`config.mk`:
```
export PLATFORM = sky130hd
export DESIGN_NAME = fp8_seg_display
export DESIGN_NICKNAME = d
export VERILOG_FILES = /design/src/rtl/fp8_pkg.sv /design/src/rtl/hex_to_seg7.sv /design/src/rtl/fp8_seg_display.sv
export SDC_FILE = /design/constraint.sdc
export NUM_CORES = 1
export LEC_CHECK = 0
export ABC_AREA = 1
export BUFFER_PORTS_ARGS = -buffer_cell sky130_fd_sc_hd__buf_2
export CAP_MARGIN = 20
export CORE_ASPECT_RATIO = 1.4
export CORE_MARGIN = 2
export CORE_UTILIZATION = 35
export CTS_BUF_LIST = sky130_fd_sc_hd__clkbuf_16
export DETAILED_ROUTE_END_ITERATION = 6
export PLACE_DENSITY_LB_ADDON = 0.05
export SYNTH_ARGS = -nofsm -noshare
export SYNTH_HDL_FRONTEND = slang
export SYNTH_SLANG_ARGS = --single-unit
```
`constraint.sdc`:
```
create_clock -name clk -period 2.5 [get_ports clk]
set_input_delay 0.5 -clock clk [delete_from_list [all_inputs] [get_ports clk]]
set_output_delay 0.5 -clock clk [all_outputs]
set_load 0.1 [all_outputs]
```
`src/rtl/fp8_pkg.sv`:
```
// Shared types and constants for the FP8 result display path.
package fp8_pkg;

  typedef struct packed {
    logic       sign;
    logic [3:0] exp;
    logic [2:0] man;
  } fp8_t;

  localparam logic [6:0] FP8_NAN_MAG = 7'h7F;

  typedef logic [6:0] seg7_t;

  localparam seg7_t SEG_BLANK = 7'h00;
  localparam seg7_t SEG_DASH  = 7'h40;

  typedef enum logic [2:0] {
    ST_IDLE    = 3'd0,
    ST_SHOW_HI = 3'd1,
    ST_GAP_HI  = 3'd2,
    ST_SHOW_LO = 3'd3,
    ST_GAP_LO  = 3'd4
  } disp_state_e;

  // E4M3 has a single NaN magnitude; the sign bit is ignored.
  function automatic logic is_nan(input fp8_t v);
    return {v.exp, v.man} == FP8_NAN_MAG;
  endfunction

endpackage

```
`src/rtl/hex_to_seg7.sv`:
```
// Combinational hex nibble to 7-segment pattern {g,f,e,d,c,b,a}, active-high.
module hex_to_seg7
  import fp8_pkg::*;
(
  input  logic [3:0] nibble,
  output seg7_t      seg
);

  always_comb begin
    seg = SEG_BLANK;
    unique case (nibble)
      4'h0: seg = 7'h3F;
      4'h1: seg = 7'h06;
      4'h2: seg = 7'h5B;
      4'h3: seg = 7'h4F;
      4'h4: seg = 7'h66;
      4'h5: seg = 7'h6D;
      4'h6: seg = 7'h7D;
      4'h7: seg = 7'h07;
      4'h8: seg = 7'h7F;
      4'h9: seg = 7'h6F;
      4'hA: seg = 7'h77;
      4'hB: seg = 7'h7C;
      4'hC: seg = 7'h39;
      4'hD: seg = 7'h5E;
      4'hE: seg = 7'h79;
      4'hF: seg = 7'h71;
      default: seg = SEG_BLANK;
    endcase
  end

endmodule

```
`src/rtl/fp8_seg_display.sv`:
```
// Shows an accepted FP8 result as two time-multiplexed hex digits with blank gaps;
// the decimal point marks the high nibble.
module fp8_seg_display
  import fp8_pkg::*;
#(
  parameter int unsigned DWELL_CYCLES = 1000,
  parameter int unsigned BLANK_CYCLES = 250
) (
  input  logic       clk,
  input  logic       rst,
  input  logic [7:0] result_in,
  input  logic       result_valid,
  output logic       result_ready,
  input  logic       clear,
  output logic [6:0] segments,
  output logic       dp,
  output logic       busy
);

  localparam int unsigned MAX_CYCLES = (DWELL_CYCLES > BLANK_CYCLES) ? DWELL_CYCLES : BLANK_CYCLES;
  localparam int unsigned CNT_W      = $clog2(MAX_CYCLES + 1);
  localparam logic [CNT_W-1:0] DWELL_LAST = CNT_W'(DWELL_CYCLES - 1);
  localparam logic [CNT_W-1:0] BLANK_LAST = CNT_W'(BLANK_CYCLES - 1);

  disp_state_e      state, next_state;
  logic [CNT_W-1:0] cnt;
  fp8_t             held, held_next;
  logic             accept;
  seg7_t            seg_hi, seg_lo, seg_next;
  logic             dp_next;

  assign accept    = result_valid && result_ready;
  assign held_next = accept ? fp8_t'(result_in) : held;

  hex_to_seg7 u_hex_hi (.nibble(held_next[7:4]), .seg(seg_hi));
  hex_to_seg7 u_hex_lo (.nibble(held_next[3:0]), .seg(seg_lo));

  always_ff @(posedge clk or posedge rst) begin
    if (rst) state <= ST_IDLE;
    else     state <= next_state;
  end

  always_comb begin
    next_state = state;
    if (clear) begin
      next_state = ST_IDLE;
    end else if (accept) begin
      next_state = ST_SHOW_HI;
    end else begin
      unique case (state)
        ST_SHOW_HI: if (cnt == DWELL_LAST) next_state = ST_GAP_HI;
        ST_GAP_HI:  if (cnt == BLANK_LAST) next_state = ST_SHOW_LO;
        ST_SHOW_LO: if (cnt == DWELL_LAST) next_state = ST_GAP_LO;
        ST_GAP_LO:  if (cnt == BLANK_LAST) next_state = ST_SHOW_HI;
        default:    next_state = ST_IDLE;
      endcase
    end
  end

  // Display values are computed from the post-edge state and value so the
  // registered pins line up with the state they belong to.
  always_comb begin
    result_ready = 1'b0;
    seg_next     = SEG_BLANK;
    dp_next      = 1'b0;
    if ((state == ST_IDLE) || (state == ST_GAP_LO)) result_ready = !clear;
    unique case (next_state)
      ST_SHOW_HI: begin
        seg_next = is_nan(held_next) ? SEG_DASH : seg_hi;
        dp_next  = 1'b1;
      end
      ST_SHOW_LO: seg_next = is_nan(held_next) ? SEG_DASH : seg_lo;
      default: begin
        seg_next = SEG_BLANK;
        dp_next  = 1'b0;
      end
    endcase
  end

  // Counter restarts on every transition and idles at zero.
  always_ff @(posedge clk or posedge rst) begin
    if (rst) begin
      cnt <= '0;
    end else if ((next_state != state) || (next_state == ST_IDLE)) begin
      cnt <= '0;
    end else begin
      cnt <= cnt + CNT_W'(1);
    end
  end

  always_ff @(posedge clk or posedge rst) begin
    if (rst) begin
      held     <= '0;
      segments <= SEG_BLANK;
      dp       <= 1'b0;
      busy     <= 1'b0;
    end else begin
      held     <= held_next;
      segments <= seg_next;
      dp       <= dp_next;
      busy     <= (next_state != ST_IDLE);
    end
  end

endmodule

```
==> results of run 1 <==
[worst reg2reg max path, cell delays in order (launching register included)]
cell and delay [ns]:
dfrtp_1 0.47, nor2_4 0.16, nand3_4 0.20, o21ai_2 0.31, inv_1 0.17, ha_1 0.23, nand2_1 0.07, nor2_2 0.04
nand2_2 0.17, nand3_1 0.10, nand2_1 0.07, nand2_1 0.05
[layer usage]
metal	global-route usage	vias to the layer above
met5	0	-
met4	0.0617	0
met3	0.0300	12
met2	0.294	34
met1	0.175	789
li1	-	878
[worst max path at each step]
stage               slack, ns  cells after the start          end
floorplan                0.30                     12  segments[0]
CTS                      0.30                     11  segments[6]
detailed placement       0.11                     12  segments[6]
global placement         0.11                     12  segments[6]
global route             0.06                     11  segments[6]
finish                   0.34                     11  segments[6]
[cells by family (layout without fill, tap and decap cells)]
group,Yosys count,count (layout),share of synthesized area
AOI/OAI and AO/OA,21,21,0.0863
xor gates and xnor gates,8,8,0.0345
adders and majority gates,14,14,0.0863
buffers and inverters,37,68,0.0850
DFF,30,30,0.370
and+or+nand+nor,145,145,0.338
[power groups by stage]
| stage | sequential (W) | clock, W | combinational (W) |
|---|---|---|---|
| final | 0.000534 | 0.000562 | 0.000481 |
| after floorplan | 0.000637 | 0 | 0.000282 |
| after global placement | 0.000543 | 0 | 0.000490 |
| after CTS | 0.000534 | 0.000586 | 0.000485 |
| after detailed placement | 0.000543 | 0 | 0.000483 |
| after global routing | 0.000538 | 0.000605 | 0.000533 |
[cell usage in the layout, fill, tap and decap left out, types with 2 or more instances in the layout]
cell type  count
o21ai_4        4
xnor2_1        2
nand2_4        2
clkbuf_16      5
o21ai_2        3
o211ai_1       4
nor2_1        22
o21ai_0        5
dfrtp_1       30
inv_1         31
ha_1          14
inv_2          3
nand2_2        3
nor2_4         2
nand2_1       71
nand4_1       10
xor2_1         6
o21ai_1        2
nor3_1         3
a21oi_1        2
buf_4          4
buf_2         21
nand3_1       26
[sequential cells by signal, summed over array words and instances (netlist names)]
| signal | flops |
|---|---|
| segments | 7 |
| cnt | 10 |
| state | 3 |
| busy | 1 |
| held | 8 |
| dp | 1 |
[through the flow]
| stage | hold slack, ns | util | area [um2] | instances |
|---|---|---|---|---|
| floorplan | 0.461 | - | 2040 | 255 |
| global placement | 0.490 | 0.401 | 2230 | 346 |
| detailed placement | 0.502 | 0.401 | 2230 | 346 |
| CTS | 0.319 | 0.426 | 2370 | 354 |
| global route | 0.379 | 0.426 | 2370 | 354 |
| finish | 0.306 | 0.426 | 2370 | 354 |
[layout make-up]
class,instances,area share
well taps,68,0.0359
inverters,35,0.0623
clock buffers,5,0.0528
clock inverters,3,0.00528
flip-flops and latches,30,0.317
repair buffers,25,0.0571
multi-input cells,188,0.470
==> reports/results.ini, run 1 <==
[yosys]
yosys.area.top_type_share=0.370
synth_fp_nets=281
synth-seq-cells=30
yosys-top-cells-area=dfrtp_1 37%, nand2_1 13%, ha_1 8.6%, nand3_1 6.4%, inv_1 5.5%
ys.flop_type=dfrtp_1
yosysWarnings=0
synth_edf_count=0
yosysSeqAreaShare=0.370
ys_top_cells_by_count=71 x nand2_1, 30 x dfrtp_1, 30 x inv_1
syn_avg_cell_area_um2=7.96
synth_area_leader_cell=dfrtp_1
ys_types=30
synth.most_common_cell=nand2_1
syn-cell-area_um2=2030
syn_inst=255
async_flop_share=1.00

[drt]
first_pass_iters=4
drtAntennaViolNets=0
wl_met2_um=2430
wl_met3_um=117
first_iter_violations=107
wl_met1_um=1820
drc=0
avgRoutedWirePerCell_um=12.6
viasPerCell=4.84
routed-via-count=1713
highest-signal-layer=met4
drt_wl_total_um=4470

[sta]
fmax_ghz=0.464
slew_headroom=0.675
fin_crit_sh=0.862
period_minus_slack_ns=2.16
slew_viol_final=0
rsz0062_at_grt=no
final.setup_skew_ns=0.00561
worst_slack_ns=0.345
setup_violations=0
tightestPinTransition_ns=0.490
hold_viol_final=0
setup_tns_ns=0

[critical_path]
r2r_start=state[1]
r2r-end=segments[6]
cp.required_ns=2.66
critPathLaunch=state[1]
path_common_cell=nand2_1
timing.reg2reg.setup_slack_ns=0.34
critPathTopFamily=simple AND/OR/NAND/NOR gates
crit_path_top_delay_cell=dfrtp_1
cp-start-kind=flip-flop
max_stage_delay_ns=0.47
path_class=flip-flop to flip-flop
reg2reg_depth=11
end_kind=flip-flop
critPathBufInv=1
worst_ep_arrival_time_ns=2.31
cp_max_fo=13
crit_chain=nor2_4 > nand3_4 > o21ai_2 > inv_1 > ha_1 > nand2_1 > nor2_2 > nand2_2 > nand3_1 > nand2_1 > nand2_1

[clock_network]
clk_path_buf_depth=2
clk_latency_ns=0.27
htree_levels=2
cts_buffers=5
ctsResizeCount=0
cts_tree=yes
cts.sink_count=30
post_cts_buffers=0
clk_pin_slew_ns=0.05
ctsRootBufferMaster=clkbuf_16
ctsHoldBuffers=0

[flow_run]
cap_violations=0

[finish]
drive_gt1_frac=0.196
antennaDiodeCount=0
multi_input_area_um2=1110
areaGrowthSynthToFinish_pct=16.6
seq_area_um2=751
n_fill_cell=571
nets=311

[pwr]
p_seq_frac=0.339
p_int_w=0.00101
vdd.ir_drop.worst_mv=0.214
clkPwrFrac=0.356
power.share.combinational=0.305
leakagePower_nw=1.28
switching_share=0.359
powerDensity_nw_per_um2=666
power_w=0.00158
p_sw_w=0.000566

[global_route]
globalRouteTotalUtil=0.161
grt_pass1_vias=1747
overflow=0
antenna_found_initial=0
grt_max_degree=31
grt_pass1_wl_um=7760

[floorplan]
die_w_um=68.4
die_area_um2=6440
die_h_um=94.1
core.rowCount=32
boundaryPins=22
core_um2=5570
start_util=0.365

[placement]
place_congestion=0.775
post-dp-hpwl_um=3480
io_buffers=21
dp_worst_setup_slack_ns=0.107

[worst_hold_path]
hp-class=primary input to async pin

[run_status]
outcome=completed

(Power assumes the default switching activity.)
==> run 2, diff against run 1 <==
--- a/config.mk
+++ b/config.mk
@@ -8,7 +8,7 @@
 export ABC_AREA = 1
 export BUFFER_PORTS_ARGS = -buffer_cell sky130_fd_sc_hd__buf_2
 export CAP_MARGIN = 20
-export CORE_ASPECT_RATIO = 1.4
+export CORE_ASPECT_RATIO = 1.5
 export CORE_MARGIN = 2
 export CORE_UTILIZATION = 35
 export CTS_BUF_LIST = sky130_fd_sc_hd__clkbuf_16
==> constraint.sdc (replaced) <==
create_clock -name clk -period 2.5 [get_ports clk]
set_input_delay 0.5 -clock clk [delete_from_list [all_inputs] [get_ports clk]]
set_output_delay 0.5 -clock clk [all_outputs]
set_load 0.01 [all_outputs]
==> reports/results.ini, run 2 (synthesis gave the netlist of run 1 again) <==
[run_status]
outcome=completed

[floorplan]
core_um2=5700
boundaryPins=22
die_w_um=66.2
die_area_um2=6440
die_h_um=97.3
start_util=0.356
core.rowCount=34

[finish]
post-route-util=0.415
drive_gt1_frac=0.196
stdcell_count=357
regMostFlops=cnt
final_cell_mix=71 x nand2_1, 30 x inv_1, 30 x dfrtp_1
largest_reg_flops=10
areaGrowthSynthToFinish_pct=16.5
nets=311
largest_registers=cnt (10), held (8), segments (7)
antennaDiodeCount=0
layout.cells.most_common=nand2_1

[sta]
slew_headroom=0.735
setup_violations=0
slew_viol_final=0
tightestPinTransition_ns=0.398
period_minus_slack_ns=2.14
fin_crit_sh=0.857
hold_viol_final=0
final.setup_skew_ns=0.00547
setup_tns_ns=0
rsz0062_at_grt=no
fmax_ghz=0.467

[pwr]
power.share.combinational=0.257
vdd.ir_drop.worst_mv=0.234
switching_share=0.312
p_sw_w=0.000458
powerDensity_nw_per_um2=621
leakagePower_nw=1.27
p_seq_frac=0.364
clkPwrFrac=0.379
p_int_w=0.00101

[clock_network]
htree_levels=2
clk_path_buf_depth=2
cts_tree=yes
ctsRootBufferMaster=clkbuf_16
ctsResizeCount=0
cts.sink_count=30
clk_latency_ns=0.27
post_cts_buffers=0
ctsHoldBuffers=0
cts_buffers=5
clk_pin_slew_ns=0.05

[critical_path]
r2r_start=state[0]
reg2reg_depth=11
worst_ep_arrival_time_ns=2.30
timing.reg2reg.setup_slack_ns=0.36
r2r-end=segments[6]
cp_max_fo=13
cp.required_ns=2.66
path_class=flip-flop to flip-flop
cp-start-kind=flip-flop
end_kind=flip-flop

[drt]
drtAntennaViolNets=0
routed-via-count=1685
first_pass_iters=4
avgRoutedWirePerCell_um=12.4
drc=0
viasPerCell=4.72
drt_wl_total_um=4420
first_iter_violations=42

[global_route]
antenna_found_initial=0
grt_max_degree=31
grt_pass1_vias=1701
overflow=0
grt_pass1_wl_um=7790
globalRouteTotalUtil=0.157

[worst_hold_path]
hp-class=primary input to async pin

[placement]
io_buffers=21
dpl.cell_count=350
place_congestion=0.842
post-dp-hpwl_um=3470

[flow_run]
cap_violations=0

-- run 2: cell count changes in the layout (fill, tap and decap cells not counted), sizes merged --
cell  delta
inv      -1
-- run 2: power by group through the flow --
stage	Sequential (W)	Combinational [W]	Clock [W]
after floorplan	0.000548	0.000273	0
after global placement	0.000544	0.000386	0
after detailed placement	0.000544	0.000380	0
after CTS	0.000535	0.000383	0.000575
after global routing	0.000539	0.000434	0.000598
final	0.000535	0.000377	0.000556
-- run 2: stage by stage --
stage                     instance area, um2  hold slack (ns)  setup WS, ns  power, W
after floorplan                         2030            0.461         0.304  0.000821
after global placement                  2230            0.486         0.155  0.000930
after detailed placement                2230            0.500         0.131  0.000924
after CTS                               2370            0.316         0.318   0.00149
after global routing                    2370            0.348         0.113   0.00157
final                                   2370            0.301         0.356   0.00147
-- run 2: layout make-up --
| cell class | count | area (um2) |
|---|---|---|
| tap | 72 | 90.1 |
| clock buffer | 5 | 125 |
| inverter | 35 | 148 |
| timing repair buffer | 25 | 135 |
| multi-input combinational | 188 | 1110 |
| fill | 609 | 3330 |
| clock inverter | 2 | 10.0 |
| sequential | 30 | 751 |
-- run 2: worst max-delay path, stage by stage, from the launching register on --
cell and delay (ns):
dfrtp_1 0.46, nor2_4 0.17, nand3_4 0.17, o21ai_2 0.31, inv_1 0.18, ha_1 0.23, nand2_1 0.07, nor2_2 0.04
nand2_2 0.17, nand3_1 0.10, nand2_1 0.07, nand2_1 0.05
-- run 2: metal layers --
metal | GRT usage | up-vias | share of wire
li1 | - | 878 | -
met1 | 0.178 | 767 | 0.41
met2 | 0.273 | 30 | 0.53
met3 | 0.0324 | 10 | 0.030
met4 | 0.0675 | 0 | 0.027
met5 | 0 | - | 0
-- run 2: worst max-delay path by stage --
stage | startpoint | end | slack (ns) | cells past startpoint
2_1_floorplan | clear | segments[0] | 0.30 | 12
5_1_grt | state[0] | segments[0] | 0.11 | 10
3_5_place_dp | clear | segments[6] | 0.13 | 12
4_1_cts | state[0] | segments[6] | 0.32 | 11
3_3_place_gp | clear | segments[6] | 0.16 | 12
6_report | state[0] | segments[6] | 0.36 | 11
==> run 3, diff against run 2 <==
--- a/config.mk
+++ b/config.mk
@@ -5,7 +5,7 @@
 export SDC_FILE = /design/constraint.sdc
 export NUM_CORES = 1
 export LEC_CHECK = 0
-export ABC_AREA = 1
+export ABC_AREA = 0
 export BUFFER_PORTS_ARGS = -buffer_cell sky130_fd_sc_hd__buf_2
 export CAP_MARGIN = 20
 export CORE_ASPECT_RATIO = 1.5
==> reports/results.ini, run 3 <==
[clock_network]
ctsRootBufferMaster=clkbuf_16
cts_tree=yes
clk_latency_ns=0.27
clk_pin_slew_ns=0.05
htree_levels=2
cts.sink_count=30
clk_path_buf_depth=2
cts_buffers=5
ctsHoldBuffers=0

[yosys]
async_flop_share=1.00
ys.flop_type=dfrtp_1
syn_avg_cell_area_um2=9.41
synth_area_leader_cell=dfrtp_1
yosys-top-cells-area=dfrtp_1 38%, ha_1 8.8%, mux2i_1 6.5%, nand3_1 4.0%, nor2_1 3.8%
syn-cell-area_um2=2000
ys_types=48
ys_top_cells_by_count=30 x dfrtp_1, 20 x nor2_1, 16 x nand3_1
yosys.area.top_type_share=0.376
synth-seq-cells=30
synth.most_common_cell=dfrtp_1
yosysWarnings=0
syn_inst=212
synth_edf_count=0
synth_fp_nets=238
yosysSeqAreaShare=0.376

[global_route]
globalRouteTotalUtil=0.188
antenna_found_initial=0
grt_max_degree=31
grt_pass1_vias=1903
overflow=0
grt_pass1_wl_um=8980

[sta]
slew_headroom=0.731
hold_viol_final=0
setup_tns_ns=0
holdWs_ns=0.305
final.setup_skew_ns=0.00496
period_minus_slack_ns=2.45
tightestPinTransition_ns=0.398
fin_crit_sh=0.979
slew_viol_final=0
fmax_ghz=0.409
worst_slack_ns=0.0527
rsz0062_at_grt=yes
setup_violations=0

[critical_path]
cp.required_ns=2.67
path_class=flip-flop to flip-flop
cp_max_fo=7
cp-start-kind=flip-flop
end_kind=flip-flop
worst_ep_arrival_time_ns=2.62

[placement]
place_congestion=0.908
placed_cell_area_um2=2470
post-dp-hpwl_um=4250
dp_worst_setup_slack_ns=-0.200
io_buffers=21

[pwr]
power_w=0.00167
leakagePower_nw=1.26
powerDensity_nw_per_um2=629
vdd.ir_drop.worst_mv=0.290

[drt]
first_iter_violations=67
routed-via-count=1760
drc=0
avgRoutedWirePerCell_um=15.8
first_pass_iters=4
drt_wl_total_um=5360
viasPerCell=5.21
drtAntennaViolNets=0

[floorplan]
core.rowCount=33
core_um2=5490
die_w_um=65.7
die_h_um=96.5
boundaryPins=22
die_area_um2=6330
start_util=0.363

[finish]
areaGrowthSynthToFinish_pct=33.2
regMostFlops=cnt
drive_gt1_frac=0.332
largest_reg_flops=10
fin_area_um2=2660
final_cell_mix=37 x buf_4, 29 x dfrtp_1, 21 x buf_2
nets=295
antennaDiodeCount=0
largest_registers=cnt (10), held (8), segments (7)
layout.cells.most_common=buf_4

[worst_hold_path]
hp-class=primary input to async pin

[run_status]
outcome=completed

[flow_run]
cap_violations=0

-- run 3: cell types whose count changed after synthesis, sizes merged, moves of 6 or more --
| cell | previous run | this run |
|---|---|---|
| nand3 | 28 | 16 |
| nand4 | 10 | 2 |
| nand2 | 76 | 14 |
| nor2 | 26 | 20 |
| inv | 34 | 16 |
| a21oi | 3 | 10 |
| mux2i | 0 | 13 |
| o21ai | 14 | 7 |
-- run 3: cells by family after synthesis --
kind of cell	count (synthesis)	share of synthesized area
AO/OA/AOI/OAI	42	0.159
flip-flops	30	0.376
buffers and inverters	26	0.0583
multiplexers	17	0.0896
XOR/XNOR	9	0.0395
AND/OR/NAND/NOR	74	0.189
adder cells (fa/ha/maj)	14	0.0878
-- run 3: metrics by stage --
stage / instances / utilization
finish: 338 / 0.484
global route: 338 / 0.484
CTS: 336 / 0.474
detailed placement: 330 / 0.450
global placement: 330 / 0.450
floorplan: 212 / -
-- run 3: final timing paths --
| check | from | to | slack (ns) | cells past startpoint |
|---|---|---|---|---|
| min in group clk | cnt[0] | cnt[0] | 0.49 | 1 |
| max in group asynchronous | rst | state[1] | 1.88 | 3 |
| hold reg to reg | cnt[0] | cnt[0] | 0.49 | 1 |
| hold / removal | rst | held[6] | 0.31 | 3 |
| setup reg to reg | state[0] | segments[4] | 0.05 | 8 |
| setup / recovery | state[0] | segments[4] | 0.05 | 8 |
-- run 3: timing repair --
action | in CTS | in global routing
resized for setup | 1 | 9
pin swaps | 0 | 3
endpoints found under the setup margin | 1 | 7
setup buffers | 0 | 2
-- run 3: cell type report --
class,instances,area (um2)
clock inverters,1,3.75
inverters,16,60.1
fillers,541,2830
repair buffers,60,414
well taps,70,87.6
clock buffers,5,125
multi-input cells,156,1210
flip-flops and latches,30,752
-- run 3: power by group --
part | switching (W) | internal [W]
combinational | 0.000290 | 0.000280
sequential | 0.0000321 | 0.000527
clock | 0.000190 | 0.000352
total | 0.000512 | 0.00116
-- run 3: metal layers --
| layer | global-route usage | routed length, um | up-vias |
|---|---|---|---|
| met1 | 0.195 | 2050 | 861 |
| met4 | 0.0747 | 124 | 0 |
| met2 | 0.372 | 3090 | 20 |
| li1 | - | - | 870 |
| met5 | 0 | 0 | - |
| met3 | 0.0255 | 89 | 9 |
-- run 3: critical path, stage by stage, from the launching register on --
cell,delay (ns)
dfrtp_1,0.38
or4b_4,0.51
buf_6,0.17
mux2i_4,0.21
inv_2,0.09
ha_4,0.16
and4_4,0.18
or3_4,0.39
o32ai_2,0.25
